### src/rtl/popcnt_accum_mc.sv
// ---------------------------------------------------------------------------
// popcnt_accum_mc -- multi-channel popcount accumulator
//
// Counts the set bits of each accepted word through a registered adder tree
// and keeps one running sum per channel. Words of up to CH_CNT vectors may
// arrive interleaved. The last word of a vector pushes {channel, sum} into an
// output FIFO. A credit check on input acceptance guarantees that every last
// word in flight already owns a FIFO slot.
//
// Optional build macro: POPCNT_ACCUM_SAT_EN
//   defined   : sums saturate at 2^SUM_WIDTH-1, o_SumSat flags a clipped sum
//   undefined : sums wrap modulo 2^SUM_WIDTH, o_SumSat is absent
//
// Ports
//   clk, rst     clock, synchronous active-high reset
//   i_Word       input data word
//   i_Chan       channel id of i_Word
//   i_Last       i_Word closes its channel's vector
//   i_Valid      input word valid
//   o_Ready      block accepts a word this cycle
//   o_Sum        completed vector popcount (FIFO head)
//   o_SumChan    channel of o_Sum
//   o_SumSat     head sum was clipped (saturating build only)
//   o_SumValid   FIFO head valid
//   i_SumReady   downstream accepts the head
//   o_ChanErr    sticky: a word with an out-of-range channel was received
// ---------------------------------------------------------------------------
module popcnt_accum_mc #(
    parameter int WORD_WIDTH    = 512,
    parameter int GRANULE_WIDTH = 8,
    parameter int CH_CNT        = 4,
    parameter int SUM_WIDTH     = 16,
    parameter int OUT_DEPTH     = 4,
    localparam int CHW          = (CH_CNT > 1) ? $clog2(CH_CNT) : 1
) (
    input  logic                  clk,
    input  logic                  rst,
    input  logic [WORD_WIDTH-1:0] i_Word,
    input  logic [CHW-1:0]        i_Chan,
    input  logic                  i_Last,
    input  logic                  i_Valid,
    output logic                  o_Ready,
    output logic [SUM_WIDTH-1:0]  o_Sum,
    output logic [CHW-1:0]        o_SumChan,
    output logic                  o_SumValid,
`ifdef POPCNT_ACCUM_SAT_EN
    output logic                  o_SumSat,
`endif
    input  logic                  i_SumReady,
    output logic                  o_ChanErr
);

    localparam int NG   = (WORD_WIDTH + GRANULE_WIDTH - 1) / GRANULE_WIDTH;
    localparam int LVLS = $clog2(NG);
    localparam int NP   = 1 << LVLS;
    localparam int PADW = NP * GRANULE_WIDTH;
    localparam int CW   = $clog2(WORD_WIDTH) + 1;
    localparam int GCW  = $clog2(GRANULE_WIDTH) + 1;
    localparam int NCH  = 1 << CHW;
    localparam int AW   = $clog2(OUT_DEPTH);

    function automatic logic [GCW-1:0] granule_pop(input logic [GRANULE_WIDTH-1:0] g);
        logic [GCW-1:0] n;
        n = '0;
        for (int b = 0; b < GRANULE_WIDTH; b++)
            n = n + GCW'(g[b]);
        return n;
    endfunction

    function automatic logic chan_ok(input logic [CHW-1:0] c);
        return 32'(c) < 32'(CH_CNT);
    endfunction

`ifdef POPCNT_ACCUM_SAT_EN
    // Sum with the carry kept so overflow can be detected.
    function automatic logic [SUM_WIDTH:0] add_ext(input logic [SUM_WIDTH-1:0] a,
                                                   input logic [CW-1:0] n);
        return (SUM_WIDTH+1)'(a) + (SUM_WIDTH+1)'(n);
    endfunction

    function automatic logic [SUM_WIDTH-1:0] sat_clip(input logic [SUM_WIDTH:0] s);
        return s[SUM_WIDTH] ? {SUM_WIDTH{1'b1}} : s[SUM_WIDTH-1:0];
    endfunction
`else
    function automatic logic [SUM_WIDTH-1:0] add_wrap(input logic [SUM_WIDTH-1:0] a,
                                                      input logic [CW-1:0] n);
        return a + SUM_WIDTH'(n);
    endfunction
`endif

    logic [PADW-1:0] word_pad;
    logic            accept;

    logic [CW-1:0]   cnt_p [0:LVLS][0:NP-1];
    logic [CHW-1:0]  chn_p [0:LVLS];
    logic [LVLS:0]   lst_p;
    logic [LVLS:0]   vld_p;

    assign word_pad = PADW'(i_Word);
    assign accept   = i_Valid && o_Ready;

    // Stage 0: per-granule counts. Levels 1..LVLS: one registered tree level each.
    // Entries past the live width of a level carry don't-care sums; the
    // modulo indexing only keeps every reference inside the array.
    always_ff @(posedge clk) begin
        for (int j = 0; j < NP; j++)
            cnt_p[0][j] <= CW'(granule_pop(word_pad[j*GRANULE_WIDTH +: GRANULE_WIDTH]));
        chn_p[0] <= i_Chan;
        lst_p[0] <= i_Last;
        for (int l = 1; l <= LVLS; l++) begin
            for (int j = 0; j < NP; j++)
                cnt_p[l][j] <= cnt_p[l-1][(2*j) % NP] + cnt_p[l-1][(2*j+1) % NP];
            chn_p[l] <= chn_p[l-1];
            lst_p[l] <= lst_p[l-1];
        end
    end

    always_ff @(posedge clk) begin
        if (rst) begin
            vld_p <= '0;
        end else begin
            vld_p[0] <= accept;
            for (int l = 1; l <= LVLS; l++)
                vld_p[l] <= vld_p[l-1];
        end
    end

    // Pipe exit: accumulate into the channel's running sum.
    logic [CW-1:0]        x_cnt;
    logic [CHW-1:0]       x_chn;
    logic                 x_lst;
    logic                 x_vld;
    logic                 x_ok;
    logic                 push;
    logic                 pop;

    assign x_cnt = cnt_p[LVLS][0];
    assign x_chn = chn_p[LVLS];
    assign x_lst = lst_p[LVLS];
    assign x_vld = vld_p[LVLS];
    assign x_ok  = chan_ok(x_chn);
    assign push  = x_vld && x_ok && x_lst;

    logic [SUM_WIDTH-1:0] acc [0:NCH-1];
    logic [NCH-1:0]       open;
    logic [SUM_WIDTH-1:0] base;
    logic [SUM_WIDTH-1:0] sum_new;
    logic                 chan_err;
`ifdef POPCNT_ACCUM_SAT_EN
    logic [NCH-1:0]       sat;
    logic [SUM_WIDTH:0]   sum_ext;
    logic                 sat_new;
`endif

    // A closed channel starts from zero, so the accumulator never needs an
    // explicit clear when a vector is pushed.
    always_comb begin
        base = open[x_chn] ? acc[x_chn] : '0;
`ifdef POPCNT_ACCUM_SAT_EN
        sum_ext = add_ext(base, x_cnt);
        sum_new = sat_clip(sum_ext);
        sat_new = (open[x_chn] && sat[x_chn]) || sum_ext[SUM_WIDTH];
`else
        sum_new = add_wrap(base, x_cnt);
`endif
    end

    always_ff @(posedge clk) begin
        if (rst) begin
            for (int c = 0; c < NCH; c++)
                acc[c] <= '0;
            open     <= '0;
            chan_err <= 1'b0;
`ifdef POPCNT_ACCUM_SAT_EN
            sat      <= '0;
`endif
        end else if (x_vld) begin
            if (x_ok) begin
                acc[x_chn]  <= sum_new;
                open[x_chn] <= !x_lst;
`ifdef POPCNT_ACCUM_SAT_EN
                sat[x_chn]  <= x_lst ? 1'b0 : sat_new;
`endif
            end else begin
                chan_err <= 1'b1;
            end
        end
    end

    assign o_ChanErr = chan_err;

    // Output FIFO: pointers carry one wrap bit so full and empty differ.
    logic [SUM_WIDTH-1:0] f_sum [0:OUT_DEPTH-1];
    logic [CHW-1:0]       f_chn [0:OUT_DEPTH-1];
`ifdef POPCNT_ACCUM_SAT_EN
    logic                 f_sat [0:OUT_DEPTH-1];
`endif
    logic [AW:0]          wp;
    logic [AW:0]          rp;
    logic [AW:0]          fifo_cnt;

    assign fifo_cnt   = wp - rp;
    assign o_SumValid = (wp != rp);
    assign pop        = o_SumValid && i_SumReady;
    assign o_Sum      = o_SumValid ? f_sum[rp[AW-1:0]] : '0;
    assign o_SumChan  = o_SumValid ? f_chn[rp[AW-1:0]] : '0;
`ifdef POPCNT_ACCUM_SAT_EN
    assign o_SumSat   = o_SumValid ? f_sat[rp[AW-1:0]] : 1'b0;
`endif

    always_ff @(posedge clk) begin
        if (push) begin
            f_sum[wp[AW-1:0]] <= sum_new;
            f_chn[wp[AW-1:0]] <= x_chn;
`ifdef POPCNT_ACCUM_SAT_EN
            f_sat[wp[AW-1:0]] <= sat_new;
`endif
        end
    end

    always_ff @(posedge clk) begin
        if (rst) begin
            wp <= '0;
            rp <= '0;
        end else begin
            if (push)
                wp <= wp + 1'b1;
            if (pop)
                rp <= rp + 1'b1;
        end
    end

    // Every last word still in the pipe has a FIFO slot reserved for it.
    int unsigned pend;

    always_comb begin
        pend = '0;
        for (int l = 0; l <= LVLS; l++)
            if (vld_p[l] && lst_p[l] && chan_ok(chn_p[l]))
                pend = pend + 1;
    end

    assign o_Ready = !rst && ((32'(fifo_cnt) + pend) < 32'(OUT_DEPTH));

endmodule

### config.mk
export PLATFORM = sky130hd
export DESIGN_NAME = popcnt_accum_mc
export DESIGN_NICKNAME = d
export VERILOG_FILES = /design/src/rtl/popcnt_accum_mc.sv
export SDC_FILE = /design/constraint.sdc
export NUM_CORES = 2
export LEC_CHECK = 0
export ABC_AREA = 1
export BUFFER_PORTS_ARGS = -buffer_cell sky130_fd_sc_hd__clkbuf_2
export CORE_ASPECT_RATIO = 1.25
export CORE_UTILIZATION = 56
export CTS_BUF_LIST = sky130_fd_sc_hd__clkbuf_8
export DETAILED_ROUTE_END_ITERATION = 10
export HOLD_SLACK_MARGIN = 0.06
export PLACE_DENSITY = 0.81
export SLEW_MARGIN = 20
export SYNTH_ARGS = -nofsm -noshare
export SYNTH_HDL_FRONTEND = slang
export SYNTH_MEMORY_MAX_BITS = 65536
export SYNTH_SLANG_ARGS = --single-unit
export TNS_END_PERCENT = 100
### constraint.sdc
create_clock -name clk -period 6.82 [get_ports clk]
set_clock_uncertainty 0.05 [all_clocks]
set_input_delay 1.023 -clock clk [delete_from_list [all_inputs] [get_ports clk]]
set_output_delay 1.023 -clock clk [all_outputs]
set_load 0.03 [all_outputs]
# After elaboration in Yosys (flattened, before gate mapping)
# Memories as Yosys holds them, arrays and structs flattened. A register that Yosys moved wholly into a read port is not among the register bits.
# Index checks and enable logic that the tools add are counted.
word_totals:
  regBits: 24
  ram_bits: 4630
  in_bits: 519
  out_inout_bits: 21
  word_cells: 708
  mem_count: 5
classes:
  n_addsub: 651
  n_lt_le_gt_ge: 3
  n_eq_ne: 1
  mux: 29
  n_reduce_logical: 14
memory_table:
  columns: ["memory", "depth", "width", "read_ports", "rd_ports_with_merged_regs", "wr", "line_no", "rtl"]
  rows:
  - ["cnt_p", 7, 640, 7, 0, 7, "94", "logic [CW-1:0] cnt_p [0:LVLS][0:NP-1];"]
  - ["acc", 4, 16, 1, 0, 4, "144", "logic [SUM_WIDTH-1:0] acc [0:NCH-1];"]
  - ["f_sum", 4, 16, 1, 1, 1, "193", "logic [SUM_WIDTH-1:0] f_sum [0:OUT_DEPTH-1];"]
  - ["chn_p", 7, 2, 7, 0, 7, "95", "logic [CHW-1:0] chn_p [0:LVLS];"]
  - ["f_chn", 4, 2, 1, 1, 1, "194", "logic [CHW-1:0] f_chn [0:OUT_DEPTH-1];"]
ops:
  columns: ["cell", "count"]
  rows:
  - ["adder 10 bit", 192]
  - ["adder 4 x 1 -> 4 bit", 256]
  - ["adder 3 x 1 -> 4 bit", 64]
  - ["adder 2 x 1 -> 3 bit", 64]
  - ["2-to-1 mux 32 bit", 6]
  - ["adder 32 x 1 -> 32 bit, second input constant", 5]
  - ["adder 1 x 1 -> 2 bit", 64]
  - ["2-to-1 mux 16 bit", 3]
  - ["adder 3 x 32 -> 32 bit", 1]
  - ["less-than comparator 32 x 3 -> 1 bit, second input constant", 1]
  - ["adder 16 x 10 -> 16 bit", 1]
  - ["OR reduction 16 bit", 1]
  - ["2-to-1 mux 2 bit", 6]
  - ["logical AND 1 bit", 11]
  - ["2-to-1 mux 1 bit", 11]
  - ["adder 3 x 1 -> 3 bit, second input constant", 2]
  - ["bitwise mux 4 bit", 1]
  - ["less-than comparator 2 x 3 -> 1 bit, second input constant", 1]
  - ["inequality test 3 bit", 1]
  - ["subtractor 3 bit", 1]
  - ["adder 1 x 1 -> 2 bit, second input constant", 1]
  - ["binary-select mux 1 bit (select 2 bit)", 1]
  - ["demux 1 bit (select 2 bit)", 1]
  - ["greater-or-equal comparator 2 x 1 -> 1 bit, second input constant", 1]
  - ["zero test 1 bit", 2]

# Logic depth before layout (Yosys ltp)
logic_depth:
  ltp_word: 18
  ltp_mapped: 28
  ltp_nobuf: 28

# Worst setup path before layout
# No wires, ideal clock.
synth_path:
  path_kind: "flip-flop to output port"
  from: "reg vld_p[0]"
  to: "out o_Ready"
  t_arrival_ns: 4.342
  t_required_ns: 5.747
  slack_ns: 1.405
  path_stages_with_launch: 28
  path_buffers: 0
  cell_sequence: "dfxtp_1 nand2_1 inv_1 ha_1 inv_1 nand2_1 nand2_1 inv_1 ha_1 or2_2 and2_1 ha_1 nand2_1 nand2_1 ha_1 or2_2 nand2_1 inv_1 ha_1 nand2_1 o21ai_0 ha_1 or4_1 nor2_1 nand2_1 nor2_1 nand2_1 inv_1"
synth_between:
  elab_chain_cells: 17
synth_rtl:
  columns: ["item", "line_no", "rtl"]
  rows:
  - ["from (decl)", "97", "logic [LVLS:0] vld_p;"]
  - ["from (signal assigned)", "122", "vld_p[0] <= accept;"]
  - ["from (signal, indexed assignment)", "124", "vld_p[l] <= vld_p[l-1];"]
  - ["logical AND 1 bit *", "239", "if (vld_p[l] && lst_p[l] && chan_ok(chn_p[l]))"]
  - ["2-to-1 mux 1 bit *", "239", null]
  - ["adder 1 x 1 -> 2 bit", "240", "pend = pend + 1;"]
  - ["2-to-1 mux 32 bit *", "239", null]
  - ["adder 32 x 1 -> 32 bit", "240", null]
  - ["2-to-1 mux 32 bit *", "239", null]
  - ["adder 32 x 1 -> 32 bit", "240", null]
  - ["2-to-1 mux 32 bit *", "239", null]
  - ["adder 32 x 1 -> 32 bit", "240", null]
  - ["2-to-1 mux 32 bit *", "239", null]
  - ["adder 32 x 1 -> 32 bit", "240", null]
  - ["2-to-1 mux 32 bit *", "239", null]
  - ["adder 32 x 1 -> 32 bit", "240", null]
  - ["2-to-1 mux 32 bit *", "239", null]
  - ["adder 3 x 32 -> 32 bit *", "243", "assign o_Ready = !rst && ((32'(fifo_cnt) + pend) < 32'(OUT_DEPTH));"]
  - ["less-than comparator 32 x 3 -> 1 bit *", "243", null]
  - ["logical AND 1 bit *", "243", null]
  - ["to (decl)", "42", "output logic o_Ready,"]
# Every way passes the cells marked *; elsewhere a longest branch is shown, timed or not.

# Worst setup path in the final report
# Same ends and word-level chain as after synthesis.

==> qor.yml <==
clock_tree:
  clkSinkCount: 804
  cts_hold_buf: 0
  clkLatencyLatePin_ns: 0.73
  root_buffer: "clkbuf_8"
  clk_path_buf_depth: 3
  clk_pin_slew_ns: 0.07
  numCtsBuffers: 119
  post_cts_buffers: 0
  htree_levels: 3
  cts_tree: "built"
finish:
  final_common_cell: "inv_1"
  area.growth.synth_to_final_pct: 15.33
  fin_nets: 6160
  final_cell_mix: "inv_1 (1,080), dfxtp_1 (668), clkbuf_2 (537), ha_1 (524), nand2_1 (386)"
  drive_above_1_share_pct: 15.26
  utilization_pct: 65.28
  num-fill-cells: 5651
logic_synthesis:
  synth_mux_area_share_pct: 0
  synth_area_mm2: 0.04220
  ys_seq_area_share_pct: 41.37
  syn_area_per_cell_um2: 10.15
  synth_adder_area_share_pct: 30.80
  synthCells: 4156
  synth_compound_area_share_pct: 5.085
  yosysUniqueCellTypes: 42
  yosys_warnings: 0
  synth-simple-area-share_pct: 7.718
  synth_top_family_by_area: "adder cells"
  ys_ff_latch: 804
  synth_xor_area_share_pct: 5.450
  synth_fp_nets: 5521
drt:
  vias_per_cell: 4.762
  avgRoutedWirePerCell_um: 13.16
  drt_first_pass_iters: 11
  ant_nets: 0
  drcViolationCount: 13
  wl_um: 77180
  drt_iter0_drc: 831
  vias: 27920
power:
  clock_power_share_pct: 20.5
  leakagePower_nw: 25.61
  vdd_drop_max_mv: 0.1928
  swShare_pct: 36.05
  p_seq_share_pct: 37.4
  comb_power_share_pct: 42.2
  p_per_area_mw_per_mm2: 411.4
  intPower_w: 0.01280
  switching_power_w: 0.007217
floorplan:
  fp.dieArea_mm2: 0.07646
  rows: 112
  core_mm2: 0.07455
  initial_core_util_pct: 56.60
  die_height_um: 308.9
  ioPinCount: 540
  die_x_um: 247.5
global_route:
  grt_pass1_wl_um: 128200
  grt_util_met3_pct: 3.349
  grt_pass1_vias: 30040
  antenna_found_initial: 4
  grt_overflow: 0
  use_met2_pct: 40.69
  top_usage_layer: "met2"
  grt_start_max_net_pins: 38
  grt_usage_pct: 20.68
  grt_use_met1_pct: 20.50
critical_path:
  r2r_slack_ns: 2.13
  cpMostUsedCell: "nand2_1"
  crit-reg2reg-capture: "vld_p[0]"
  rr_startpoint: "vld_p[0]"
  cpPeakStageDelay_ns: 0.51
  r2r_cells: 27
  startpoint_type: "flip-flop"
  worstPathMaxFanout: 3
  slowest_stage: "or4_1"
  required_ns: 5.75
  critPathKind: "reg -> out"
  end_kind: "output pin"
  cp.arrival_ns: 5.33
sta:
  hold_violations: 0
  fmax_mhz: 156.1
  finalSetupTns_ns: 0
  final_max_slew_viol_count: 0
  rsz0062_at_grt: "no"
  worst_pin_slew_ns: 1.025
  final.period_utilization_pct: 93.92
  period_minus_slack_ns: 6.405
  slew-limit-headroom_pct: 31.61
  setup_viol: 0
placement:
  io_buffers: 538
  routabilityCongestion: 0.8833
  hpwl_um: 62230
hold_path:
  min_from: "chn_p[0][0]"
  hold_class: "reg -> reg"
  hold_path_depth: 0
  min_to: "chn_p[1][0]"
outcome:
  violations: "design-rule violations"
  status: "finished with violations"
flow_run:
  maxCapViolCount: 0
==> state kept, by name, summed over array words and instances (netlist names), named ones only <==
signal / cells
acc: 64
f_chn: 8
rp: 3
vld_p: 7
f_sum: 64
lst_p: 7
chn_p: 14
cnt_p: 628
wp: 3
open: 4
==> through the flow <==
stage / setup slack [ns] / cells / hold WS (ns) / instance area, um2 / total power, W
3_3_place_gp: 1.179 / 5643 / 0.2619 / 46040 / 0.01566
3_5_place_dp: 1.043 / 5643 / 0.2621 / 46040 / 0.01614
5_1_grt: 0.05887 / 5863 / 0.2747 / 48670 / 0.02201
6_report: 0.4148 / 5863 / 0.2754 / 48670 / 0.02002
4_1_cts: 0.2187 / 5859 / 0.2672 / 48630 / 0.02037
2_1_floorplan: 1.405 / 4156 / 0.2596 / 42200 / 0.01381
==> how the worst max path moves through the flow <==
stage / from / end / depth (start not counted)
floorplan: vld_p[0] / o_Ready / 27
global placement: vld_p[0] / o_Ready / 28
detailed placement: vld_p[0] / o_Ready / 29
CTS: vld_p[0] / o_Ready / 28
global route: vld_p[0] / o_Ready / 28
finish: vld_p[0] / o_Ready / 28
==> cell type report <==
class | instances | area [um2] | share of cell area (%)
multi-input cells | 2278 | 20730 | 42.59
flip-flops and latches | 804 | 17460 | 35.87
inverters | 1050 | 3941 | 8.099
repair buffers | 542 | 2725 | 5.600
clock buffers | 148 | 2037 | 4.186
well taps | 969 | 1212 | 2.491
clock inverters | 68 | 554.3 | 1.139
diodes | 4 | 10.01 | 0.02057
==> per-layer routing <==
metal | share of wire, % | vias up
li1 | - | 14080
met1 | 36 | 13040
met2 | 55 | 606
met3 | 4.3 | 197
met4 | 4.1 | 0
met5 | 0 | -
==> power by group through the flow <==
stage / Combinational (W) / Clock (W) / Sequential (W)
4_1_cts: 0.00864 / 0.00421 / 0.00752
2_1_floorplan: 0.00652 / 0 / 0.00729
6_report: 0.00844 / 0.00410 / 0.00748
3_3_place_gp: 0.00809 / 0 / 0.00757
5_1_grt: 0.00994 / 0.00443 / 0.00765
3_5_place_dp: 0.00854 / 0 / 0.00760
==> synthesized netlist by cell type <==
cell type,count,area (um2)
xnor2_1,125,1095
xnor2_2,1,16.27
nand2_1,387,1453
nand3_1,145,725.7
nand2_4,1,11.26
nor3b_1,1,7.510
xor2_2,2,32.53
buf_4,2,15.01
a31o_2,1,8.760
a31oi_1,12,75.07
clkbuf_1,22,82.58
o21bai_1,27,202.7
inv_1,1044,3919
a211oi_1,22,165.2
and2_1,15,93.84
conb_1,1,3.750
inv_2,4,15.01
nand2_2,4,25.02
a21oi_2,1,8.760
a22oi_1,12,90.09
nand3b_1,3,22.52
o21ai_0,119,595.6
edfxtp_1,136,4084
dfxtp_1,668,13370
o2111ai_1,2,17.52
a21oi_1,178,890.9
clkinv_1,2,7.510
nand4_1,4,25.02
or2_2,2,12.51
nor3_1,2,10.01
o21a_1,1,7.510
fa_1,321,6426
nor2_2,2,12.51
a21boi_0,2,15.01
nand4_4,1,21.27
ha_1,525,6569
nor2_1,215,807.0
a221oi_1,1,8.760
nor2_4,2,22.52
a21o_1,8,60.06
xor2_1,132,1156
or4_1,1,7.510
==> logic make-up after synthesis <==
group / count (synthesis)
adder cells (fa/ha/maj): 846
XOR/XNOR: 260
other: 1
AND/OR/NAND/NOR: 785
AO/OA/AOI/OAI: 386
flip-flops: 804
buffers and inverters: 1074
==> worst max-delay path, delay by kind of cell (launching register included) <==
family / cells / cell delay (ns)
AND/OR/NAND/NOR: 15 / 2.20
adder cells (fa/ha/maj): 6 / 1.55
buffers and inverters: 6 / 0.49
AO/OA/AOI/OAI: 1 / 0.09
flip-flops: 1 / 0.33
==> timing repair <==
item / in CTS / in global routing
hold endpoints to repair: 0 / 0
endpoints found under the setup margin: 0 / 1
resized for setup: 0 / 5
Power figures use the tool's default switching activity.
